--- src/rtl/mem_arbiter_pkg.sv ---
// Shared definitions for the memory-port arbiter: FSM state encodings,
// owner IDs, and the strobe/data constants used by the arbiter and IF buffer.
// No logic, so no latency or backpressure of its own.
package mem_arbiter_pkg;

  // Arbiter FSM states. The 2-bit encoding leaves one spare value, which
  // the FSM treats as IDLE.
  typedef enum logic [1:0] {
    ARB_IDLE = 2'd0,
    ARB_BUSY = 2'd1,
    ARB_DONE = 2'd2
  } arb_state_e;

  // Which requester owns the transaction currently on the RAM port.
  typedef enum logic {
    ARB_OWN_IF  = 1'b0,
    ARB_OWN_MEM = 1'b1
  } arb_owner_e;

  localparam logic        ChipEnable   = 1'b1;
  localparam logic        WriteEnable  = 1'b1;
  localparam logic        WriteDisable = 1'b0;
  localparam logic [31:0] ZeroWord     = 32'h0000_0000;

endpackage

--- src/rtl/mem_arb_ifbuf.sv ---
// One-entry instruction-fetch buffer {valid, addr, data} for the arbiter.
// Latency: fill/invalidate take effect next cycle; lookup is combinational.
// Backpressure: none; the arbiter decides when lookup results are used.
// Only compiled when IF_BUF_EN is defined.
// Ports: fill_i/fill_addr_i/fill_data_i load the entry; inv_i with
// inv_waddr_i (word address) clears it on a matching store; lookup_addr_i
// is compared in full against the entry, giving match_o and data_o.
`ifdef IF_BUF_EN
module mem_arb_ifbuf
  import mem_arbiter_pkg::*;
#(
  parameter int ADDR_W = 32,
  parameter int DATA_W = 32
) (
  input  logic              clk,
  input  logic              rst,
  input  logic              fill_i,
  input  logic [ADDR_W-1:0] fill_addr_i,
  input  logic [DATA_W-1:0] fill_data_i,
  input  logic              inv_i,
  input  logic [ADDR_W-3:0] inv_waddr_i,
  input  logic [ADDR_W-1:0] lookup_addr_i,
  output logic              match_o,
  output logic [DATA_W-1:0] data_o
);

  logic              valid_q, valid_d;
  logic [ADDR_W-1:0] addr_q,  addr_d;
  logic [DATA_W-1:0] data_q,  data_d;

  always_comb begin
    valid_d = valid_q;
    addr_d  = addr_q;
    data_d  = data_q;
    if (fill_i) begin
      valid_d = 1'b1;
      addr_d  = fill_addr_i;
      data_d  = fill_data_i;
    end else if (inv_i && (inv_waddr_i == addr_q[ADDR_W-1:2])) begin
      // Any store touching the buffered word makes its copy stale,
      // whatever the byte enables.
      valid_d = 1'b0;
    end
  end

  always_ff @(posedge clk) begin
    if (rst) begin
      valid_q <= 1'b0;
      addr_q  <= '0;
      data_q  <= DATA_W'(ZeroWord);
    end else begin
      valid_q <= valid_d;
      addr_q  <= addr_d;
      data_q  <= data_d;
    end
  end

  assign match_o = valid_q && (lookup_addr_i == addr_q);
  assign data_o  = data_q;

endmodule
`endif

--- src/rtl/mem_arbiter.sv ---
// Shares one RAM port between instruction fetch (read-only) and MEM stage, MEM first.
// Latency: hit one cycle after ram_ack_i (2 cycles with zero-wait RAM); IF buffer hit 0.
// Backpressure: requesters hold ce/addr until their hit; one transaction outstanding.
// Optional macro IF_BUF_EN adds a one-entry IF read buffer (mem_arb_ifbuf).
// Ports: clk/rst (synchronous, active-high); if_* fetch requester; mem_*
// load/store requester; ram_* RAM controller side; busy_o = FSM not IDLE.
module mem_arbiter
  import mem_arbiter_pkg::*;
#(
  parameter int ADDR_W = 32,
  parameter int DATA_W = 32
) (
  input  logic                clk,
  input  logic                rst,
  input  logic                if_ce_i,
  input  logic [ADDR_W-1:0]   if_addr_i,
  output logic [DATA_W-1:0]   if_data_o,
  output logic                if_hit_o,
  input  logic                mem_ce_i,
  input  logic                mem_we_i,
  input  logic [ADDR_W-1:0]   mem_addr_i,
  input  logic [DATA_W/8-1:0] mem_sel_i,
  input  logic [DATA_W-1:0]   mem_data_i,
  output logic [DATA_W-1:0]   mem_data_o,
  output logic                mem_hit_o,
  output logic                ram_req_o,
  output logic                ram_we_o,
  output logic [ADDR_W-1:0]   ram_addr_o,
  output logic [DATA_W/8-1:0] ram_sel_o,
  output logic [DATA_W-1:0]   ram_wdata_o,
  input  logic [DATA_W-1:0]   ram_rdata_i,
  input  logic                ram_ack_i,
  output logic                busy_o
);

  localparam int SEL_W = DATA_W / 8;

  arb_state_e        state_q, state_d;
  arb_owner_e        owner_q, owner_d;
  logic [ADDR_W-1:0] addr_q,  addr_d;
  logic              we_q,    we_d;
  logic [SEL_W-1:0]  sel_q,   sel_d;
  logic [DATA_W-1:0] wdata_q, wdata_d;
  logic [DATA_W-1:0] rdata_q, rdata_d;

  logic              if_done_hit;
  logic              mem_done_hit;
  logic              buf_hit;
  logic [DATA_W-1:0] buf_data;

`ifdef IF_BUF_EN
  logic buf_match;
  logic buf_fill;
  logic buf_inv;

  // Fill from the read register in DONE, even when the requester has
  // moved on: the data is still correct for the latched address.
  assign buf_fill = (state_q == ARB_DONE) && (owner_q == ARB_OWN_IF);
  // A store is granted in IDLE whenever mem_ce_i is high, so this is the
  // only point where the buffer can go stale.
  assign buf_inv  = (state_q == ARB_IDLE) && (mem_ce_i == ChipEnable) &&
                    (mem_we_i == WriteEnable);

  mem_arb_ifbuf #(
    .ADDR_W(ADDR_W),
    .DATA_W(DATA_W)
  ) u_ifbuf (
    .clk          (clk),
    .rst          (rst),
    .fill_i       (buf_fill),
    .fill_addr_i  (addr_q),
    .fill_data_i  (rdata_q),
    .inv_i        (buf_inv),
    .inv_waddr_i  (mem_addr_i[ADDR_W-1:2]),
    .lookup_addr_i(if_addr_i),
    .match_o      (buf_match),
    .data_o       (buf_data)
  );

  // MEM keeps priority even over a free buffer hit.
  assign buf_hit = (state_q == ARB_IDLE) && (if_ce_i == ChipEnable) &&
                   (mem_ce_i != ChipEnable) && buf_match;
`else
  assign buf_hit  = 1'b0;
  assign buf_data = DATA_W'(ZeroWord);
`endif

  always_comb begin
    state_d      = state_q;
    owner_d      = owner_q;
    addr_d       = addr_q;
    we_d         = we_q;
    sel_d        = sel_q;
    wdata_d      = wdata_q;
    rdata_d      = rdata_q;
    if_done_hit  = 1'b0;
    mem_done_hit = 1'b0;

    case (state_q)
      ARB_IDLE: begin
        if (mem_ce_i == ChipEnable) begin
          owner_d = ARB_OWN_MEM;
          addr_d  = mem_addr_i;
          we_d    = mem_we_i;
          sel_d   = mem_sel_i;
          wdata_d = mem_data_i;
          state_d = ARB_BUSY;
        end else if ((if_ce_i == ChipEnable) && !buf_hit) begin
          owner_d = ARB_OWN_IF;
          addr_d  = if_addr_i;
          we_d    = WriteDisable;
          sel_d   = '1;
          wdata_d = DATA_W'(ZeroWord);
          state_d = ARB_BUSY;
        end
      end
      ARB_BUSY: begin
        if (ram_ack_i) begin
          if (we_q != WriteEnable) rdata_d = ram_rdata_i;
          state_d = ARB_DONE;
        end
      end
      ARB_DONE: begin
        // Hit only if the requester still wants this exact access; a
        // flushed or redirected request simply never sees a hit.
        state_d = ARB_IDLE;
        if (owner_q == ARB_OWN_IF) begin
          if_done_hit  = (if_ce_i == ChipEnable) && (if_addr_i == addr_q);
        end else begin
          mem_done_hit = (mem_ce_i == ChipEnable) && (mem_addr_i == addr_q) &&
                         (mem_we_i == we_q);
        end
      end
      default: state_d = ARB_IDLE;
    endcase
  end

  always_ff @(posedge clk) begin
    if (rst) begin
      state_q <= ARB_IDLE;
      owner_q <= ARB_OWN_IF;
      addr_q  <= '0;
      we_q    <= WriteDisable;
      sel_q   <= '0;
      wdata_q <= DATA_W'(ZeroWord);
      rdata_q <= DATA_W'(ZeroWord);
    end else begin
      state_q <= state_d;
      owner_q <= owner_d;
      addr_q  <= addr_d;
      we_q    <= we_d;
      sel_q   <= sel_d;
      wdata_q <= wdata_d;
      rdata_q <= rdata_d;
    end
  end

  assign ram_req_o   = (state_q == ARB_BUSY);
  assign ram_we_o    = we_q;
  assign ram_addr_o  = addr_q;
  assign ram_sel_o   = sel_q;
  assign ram_wdata_o = wdata_q;

  assign if_hit_o    = if_done_hit | buf_hit;
  assign if_data_o   = buf_hit ? buf_data : rdata_q;
  assign mem_hit_o   = mem_done_hit;
  assign mem_data_o  = rdata_q;
  assign busy_o      = (state_q != ARB_IDLE);

endmodule

--- config.mk ---
export PLATFORM = sky130hd
export DESIGN_NAME = mem_arbiter
export DESIGN_NICKNAME = d
export VERILOG_FILES = /design/src/rtl/mem_arbiter_pkg.sv /design/src/rtl/mem_arb_ifbuf.sv /design/src/rtl/mem_arbiter.sv
export SDC_FILE = /design/constraint.sdc
export NUM_CORES = 1
export LEC_CHECK = 0
export BUFFER_PORTS_ARGS = -buffer_cell sky130_fd_sc_hd__buf_4
export CORE_AREA = 2 2 106 108
export CTS_BUF_LIST = sky130_fd_sc_hd__clkbuf_2
export CTS_CLUSTER_DIAMETER = 60
export DETAILED_ROUTE_END_ITERATION = 12
export DIE_AREA = 0 0 108 110
export PLACE_DENSITY = 0.93
export SLEW_MARGIN = 20
export SYNTH_ARGS = -nofsm -noshare
export SYNTH_HDL_FRONTEND = slang
export SYNTH_SLANG_ARGS = --single-unit
export TNS_END_PERCENT = 5
--- constraint.sdc ---
create_clock -name clk -period 1.9 [get_ports clk]
set_input_delay 0.19 -clock clk [delete_from_list [all_inputs] [get_ports clk]]
set_output_delay 0.19 -clock clk [all_outputs]
set_load 0.02 [all_outputs]
Yosys cells after proc, flatten, opt, wreduce, memory -nomap -nowiden
Cells that the tools add are included.
- bits of input ports: 138
- word-level logic and storage cells: 41
- output and inout bits: 137
- flip-flop bits (word level): 104
- eq/ne operators: 7
- muxes and demuxes: 17
- reductions and logical operators: 9
- bitwise operators: 1
- operators with widths (kind ; count):
    two-way mux 32 bit ; 4
    == test 32 bit ; 2
    two-way mux 4 bit ; 2
    two-way mux 1 bit ; 7
    two-way mux 2 bit ; 3
    one-hot mux 2 bit (2 select lines) ; 1
    AND reduction 2 bit ; 2
    nonzero test 2 bit ; 2
    logical AND 1 bit ; 3
    != test 3 bit, second input constant ; 1
    AND reduction 3 bit ; 1
    == test 2 x 1 -> 1 bit, second input constant ; 1
    == test 2 bit, second input constant ; 1
    logical NOT 2 bit ; 1
    != test 2 x 1 -> 1 bit, second input constant ; 1
    == test 1 bit ; 1
    inverter 1 bit ; 1

Longest topological paths before layout
Gate-level depths: netlist of run 1.
- depth in word-level cells: 5
- mapped depth: 6
- depth with buffers taken out: 4

Worst setup path after synthesis of run 1
Ideal clock, no wire load.
- kind: flip-flop to output port
- from: register we_q, in the netlist ram_we_o
- to: output mem_hit_o
- cell stages (with the launch flop): 5
- arrival: 1.646 ns
- data required time: 1.710 ns
- slack: 0.064 ns
- path buffers: 0
- cells stage by stage: dfxtp_1 > xor2_1 > nor4_1 > nand3_1 > nor4_1
- cells in the longest elaborated chain, start to end: 4
- RTL lines (item ; RTL line ; source):
    from (decl) ; mem_arbiter.sv:41 ; logic we_q, we_d;
    from (signal assigned) ; mem_arbiter.sv:143 ; we_q <= WriteDisable;
    from (signal assigned) ; mem_arbiter.sv:151 ; we_q <= we_d;
    == test 1 bit ; mem_arbiter.sv:131 ; (mem_we_i == we_q);
    logical AND 1 bit ; mem_arbiter.sv:130 ; mem_done_hit = (mem_ce_i == ChipEnable) && (mem_addr_i == addr_q) &&
    two-way mux 1 bit ; mem_arbiter.sv:127 ; if (owner_q == ARB_OWN_IF) begin
    two-way mux 1 bit ; mem_arbiter.sv:99 ; case (state_q)
    to (decl) ; mem_arbiter.sv:25 ; output logic mem_hit_o,
Every way passes these cells.

Worst setup path in the final report of run 1
- from: register addr_q[30], in the netlist ram_addr_o[30]
- to: output if_hit_o
- cells in the longest elaborated chain, start to end: 4
- RTL lines (item ; RTL line ; source):
    from (decl) ; mem_arbiter.sv:40 ; logic [ADDR_W-1:0] addr_q, addr_d;
    from (signal assigned) ; mem_arbiter.sv:150 ; addr_q <= addr_d;
    == test 32 bit ; mem_arbiter.sv:128 ; if_done_hit = (if_ce_i == ChipEnable) && (if_addr_i == addr_q);
    logical AND 1 bit ; mem_arbiter.sv:128 ;
    two-way mux 1 bit ; mem_arbiter.sv:127 ;
    two-way mux 1 bit ; mem_arbiter.sv:99 ;
    to (decl) ; mem_arbiter.sv:18 ; output logic if_hit_o,
Every way passes these cells.

==> flow_summary.ini, run 1 <==
[power]
p_per_area_nw_per_um2 = 665
ir_worst_vdd_uv = 500
power_leakage_nw = 3.98
p_total_mw = 5.72

[run]
maxCapViolCount = 0

[logic_synthesis]
syn_inst = 546
yosysSeqAreaShare = 0.419
yosys-top-cells-area = dfxtp_1, xor2_1, mux2i_1
ys.warnings.count = 0
syn_area_per_cell_um2 = 9.11
synth_nets = 684
synth_top_area_share = 0.419
netlist_area_um2 = 4970
synth_cell_types = 30
ys_ff_latch = 104
synth_area_leader_cell = dfxtp_1

[placement]
place_congestion = 0.944
io_buffers = 274
dpl.cell_count = 902
hpwl_mm = 11.2

[global_routing]
grt_pass1_wl_mm = 31.6
antenna_found_initial = 2
grt_pass1_vias = 6114
grt_use_total = 0.346
gr-total-overflow = 0
grt_max_degree = 41

[worst_setup_path]
crit_fanout = 4
crit_arrival_ns = 2.11
crit_path_end_kind = primary output
crit_top_cell = nor4_2
cp_slowest_cell = dfxtp_2
critical-path-max-stage-delay_ns = 0.43
reg2reg_from = state_q[1]
cp_cell_sequence = xor2_1, nor4_2, nand4_1, nor4_2, buf_4
crit_start = ram_addr_o[30]
cp_top_family = simple AND/OR/NAND/NOR gates
crit_path_start_kind = flop
critical_path_required_ns = 1.71
worstSetupPathType = flop to primary output
critical_path_buf_inv_count = 1

[timing]
finalHoldViolCount = 0
period_share = 1.21
skew_ns = 0.0332
maxSlewHeadroom = 0.612
finalSetupViolations = 3
rsz0062_at_grt = yes
tightestPinTransition_ns = 0.582
drv_slew = 0
max_clock_freq_mhz = 434
hold_ws_ns = 0.0883
fin_crit_ns = 2.30
setup_slack_ns = -0.403

[cells_and_area]
fillers = 593
fin_nets = 1062
syn_to_final_growth_pct = 72.9
stdcell_count = 1070
drive_gt1_frac = 0.384

[min_path]
hold_path_class = primary input to flop
min_from = mem_ce_i

[clock_tree]
clock_sinks = 104
cts_tree = built
cts.htree.levels = 3
clk_latency_ns = 0.57
cts_buffers = 9
clk_pin_slew_ns = 0.32
root_buffer = clkbuf_2
cts_buffer_depth = 2

[routing]
initialDrtViolationCount = 465
drc_errors = 0
num_vias = 5844
wl_per_cell_um = 19.6
drtPass1Iterations = 6
totalWireLength_mm = 20.9
ant_nets = 0
vias_per_cell = 5.46

[floorplanning]
ioPinCount = 275
dieArea_um2 = 11900
core_area_um2 = 10700
initial_utilization = 0.465
fp.dieH_um = 110
num_rows = 38
fp.dieW_um = 108

[status]
outcome = finished, violations left
violations = setup timing
==> cell families (layout without fill, tap and decap cells) <==
logic type / after synthesis / in the layout / synth area share
mux: 32 / 32 / 0.0644
flops: 104 / 104 / 0.419
simple gates: 170 / 170 / 0.146
other cells: 0 / 1 / 0
compound gates: 105 / 105 / 0.161
buf+inv: 70 / 453 / 0.0953
xor+xnor: 65 / 65 / 0.114
==> worst paths after layout <==
kind / end / slack (ns) / cells past startpoint
setup / recovery: if_hit_o / -0.40 / 5
hold reg to reg: if_data_o[20] / 0.49 / 2
setup reg to reg: ram_addr_o[21] / -0.02 / 5
hold / removal: ram_sel_o[1] / 0.09 / 4
==> area by class of cell <==
cell class	count	area, um^2	area share
antenna	1	2.50	0.000291
timing repair buffer	436	3700	0.430
clock inverter	7	85.1	0.00989
multi-input combinational	372	2480	0.289
clock buffer	9	45.0	0.00524
tap	140	175	0.0204
sequential	104	2110	0.245
inverter	1	3.75	0.000436
==> per-stage QoR <==
stage	setup WS, ns	TNS (ns)	util	instance area, um^2
6_report	-0.403	-0.820	0.804	8600
5_1_grt	-0.539	-1.54	0.804	8600
4_1_cts	-0.357	-0.708	0.801	8570
3_5_place_dp	0.138	0	0.642	6870
3_3_place_gp	0.200	0	0.642	6870
2_1_floorplan	0.0636	0	-	4970
==> state kept, by name (all words and copies together) (netlist names) <==
register     cells
ram_we_o         1
ram_sel_o        4
if_data_o       32
owner_q          1
state_q          2
ram_addr_o      32
ram_wdata_o     32
==> cell usage after synthesis (all sizes together) <==
master	n
a211oi	32
a21oi	34
a22oi	33
and2	1
buf	57
clkbuf	12
dfxtp	104
inv	1
mux2i	32
nand2	67
nand2b	1
nand3	2
nand3b	1
nand4	5
nor2	73
nor2b	3
nor4	16
o21a	1
o21ai	1
o22ai	4
or2	1
xnor2	9
xor2	56
==> layout by cell type (no fill, tap or decap), drive strengths merged, types with 3 or more instances in the layout <==
cell,count
a211oi,32
a21oi,34
a22oi,33
buf,290
clkbuf,9
dfxtp,104
dlygate4sd3,146
inv,5
mux2i,32
nand2,67
nand4,5
nor2,73
nor2b,3
nor4,16
o22ai,4
xnor2,9
xor2,56
==> report_power, final <==
group          internal, mW  switching [mW]
combinational         0.988            1.04
sequential             2.37           0.178
clock                 0.338           0.817
total                  3.69            2.03
==> worst min-delay path, delay by kind of cell <==
kind,cells,cell delay [ns]
AO/OA/AOI/OAI,1,0.15
buffers and inverters,1,0.13
AND/OR/NAND/NOR,2,0.17
==> metal layers <==
metal	track usage	up-vias	wire length, um
met3	0.0976	122	1700
li1	-	2599	-
met4	0.217	2	1320
met2	0.620	352	10700
met5	0	-	18
met1	0.358	2769	7210
==> timing repair <==
action / CTS / global route
setup buffers: 5 / 0
hold endpoints to repair: 104 / 0
endpoints found under the setup margin: 2 / 11
gates resized for setup: 25 / 6
pin swaps: 10 / 0
hold buffers: 146 / 0
Power figures use the tool's default switching activity.
==> run 2, diff against run 1 <==
Settings changed: SKIP_CTS_REPAIR_TIMING set to 1.
==> run 2 against run 1 <==
  * The flow still finishes with violations (setup timing)
  * Combinational power shrank 5%
  * Fmax fell by 1.8%
  * Power decreased by 1.4%
  * Design area is 2.2% lower
  * Utilization down 1.8 points
  * Critical path type unchanged
  * Critical endpoint unchanged
  * Highest routed layer is now met4
==> flow_summary.ini, run 2 (synthesized netlist as in run 1, its figures left out) <==
[floorplanning]
num_rows = 38
initial_utilization = 0.465
ioPinCount = 275
dieArea_um2 = 11900
core_area_um2 = 10700
fp.dieW_um = 108
fp.dieH_um = 110

[worst_setup_path]
crit_arrival_ns = 2.15
rr_worst_depth = 5
crit_top_cell = nor4_2
crit_path_end_kind = primary output
crit_path_start_kind = flop
critical_path_required_ns = 1.71
crit_fanout = 4
critical-path-max-stage-delay_ns = 0.42
cp_cell_sequence = xor2_1, nor4_2, nand4_1, nor4_2, buf_4
worstSetupPathType = flop to primary output
cp_slowest_cell = dfxtp_2

[routing]
totalWireLength_mm = 19.9
num_vias = 5639
drtPass1Iterations = 5
initialDrtViolationCount = 457
ant_nets = 0
vias_per_cell = 5.34
wl_per_cell_um = 18.8
drc_errors = 0

[timing]
finalHoldViolCount = 0
hold_ws_ns = 0.0850
skew_ns = 0.0364
max_clock_freq_mhz = 427
setup_tns_ns = -0.829
rsz0062_at_grt = yes
drv_slew = 0
maxSlewHeadroom = 0.612
finalSetupViolations = 2
tightestPinTransition_ns = 0.581
period_share = 1.23
fin_crit_ns = 2.34
setup_slack_ns = -0.444

[placement]
place_congestion = 0.944
dp_slack_ns = 0.138
io_buffers = 274
dpl.cell_count = 902
hpwl_mm = 11.2

[global_routing]
antenna_found_initial = 1
gr-total-overflow = 0
grt_pass1_vias = 4424
grt_max_degree = 41
grt_use_total = 0.235
grt_pass1_wl_mm = 21.8

[cells_and_area]
final_common_cell = buf_4
stdcell_count = 1056
drive_gt1_frac = 0.372
final_cell_mix = buf_4, dlygate4sd3_1, dfxtp_1
fin_nets = 1048
syn_to_final_growth_pct = 69.1
fillers = 624

[clock_tree]
clk_latency_ns = 0.60
cts_buffer_depth = 2
cts_tree = built
cts.htree.levels = 3
cts_buffers = 9
clk_pin_slew_ns = 0.32
clock_sinks = 104
root_buffer = clkbuf_2

[min_path]
hold_path_depth = 4
hold_path_class = primary input to flop

[power]
power_leakage_nw = 3.89
p_total_mw = 5.64
p_per_area_nw_per_um2 = 671
ir_worst_vdd_uv = 440

[run]
maxCapViolCount = 0

[status]
violations = setup timing
outcome = finished, violations left
## run 2: cell type report
| cell class | instances | area [um^2] | share of cell area |
|---|---|---|---|
| clock buffers | 9 | 45.0 | 0.00536 |
| repair buffers | 422 | 3560 | 0.423 |
| well taps | 140 | 175 | 0.0208 |
| diodes | 1 | 2.50 | 0.000298 |
| inverters | 1 | 3.75 | 0.000446 |
| clock inverters | 7 | 85.1 | 0.0101 |
| multi-input cells | 372 | 2440 | 0.291 |
| flip-flops and latches | 104 | 2090 | 0.249 |
## run 2: routing by layer
metal | wire (um) | share of wire | global-route usage
met1 | 7240 | 0.36 | 0.289
met2 | 10400 | 0.52 | 0.406
met3 | 1370 | 0.069 | 0.0476
met4 | 885 | 0.045 | 0.0907
met5 | 0 | 0 | 0
## run 2: path summary, 6_finish.rpt
check	from	endpoint	slack, ns
max	ram_addr_o[10]	if_hit_o	-0.44
min	mem_ce_i	ram_sel_o[2]	0.09
max reg2reg	state_q[1]	ram_addr_o[11]	0.18
min reg2reg	if_data_o[19]	if_data_o[19]	0.49
## run 2: worst max-delay path, delay by kind of cell, from the launching register on
family,cells,cell delay [ns]
xor gates and xnor gates,1,0.18
buffers and inverters,1,0.19
DFF,1,0.42
and+or+nand+nor,3,0.77
## run 2: power breakdown
| part | internal (mW) | switching [mW] | leakage [nW] |
|---|---|---|---|
| Combinational | 0.947 | 0.983 | 2.95 |
| Clock | 0.338 | 0.830 | 0.0794 |
| Sequential | 2.36 | 0.182 | 0.858 |
| Total | 3.65 | 1.99 | 3.89 |
## run 2: stage by stage
step                      area (um^2)   util
final                            8410  0.786
after global routing             8410  0.786
after CTS                        7000  0.654
after detailed placement         6870  0.642
after global placement           6870  0.642
after floorplan                  4970      -
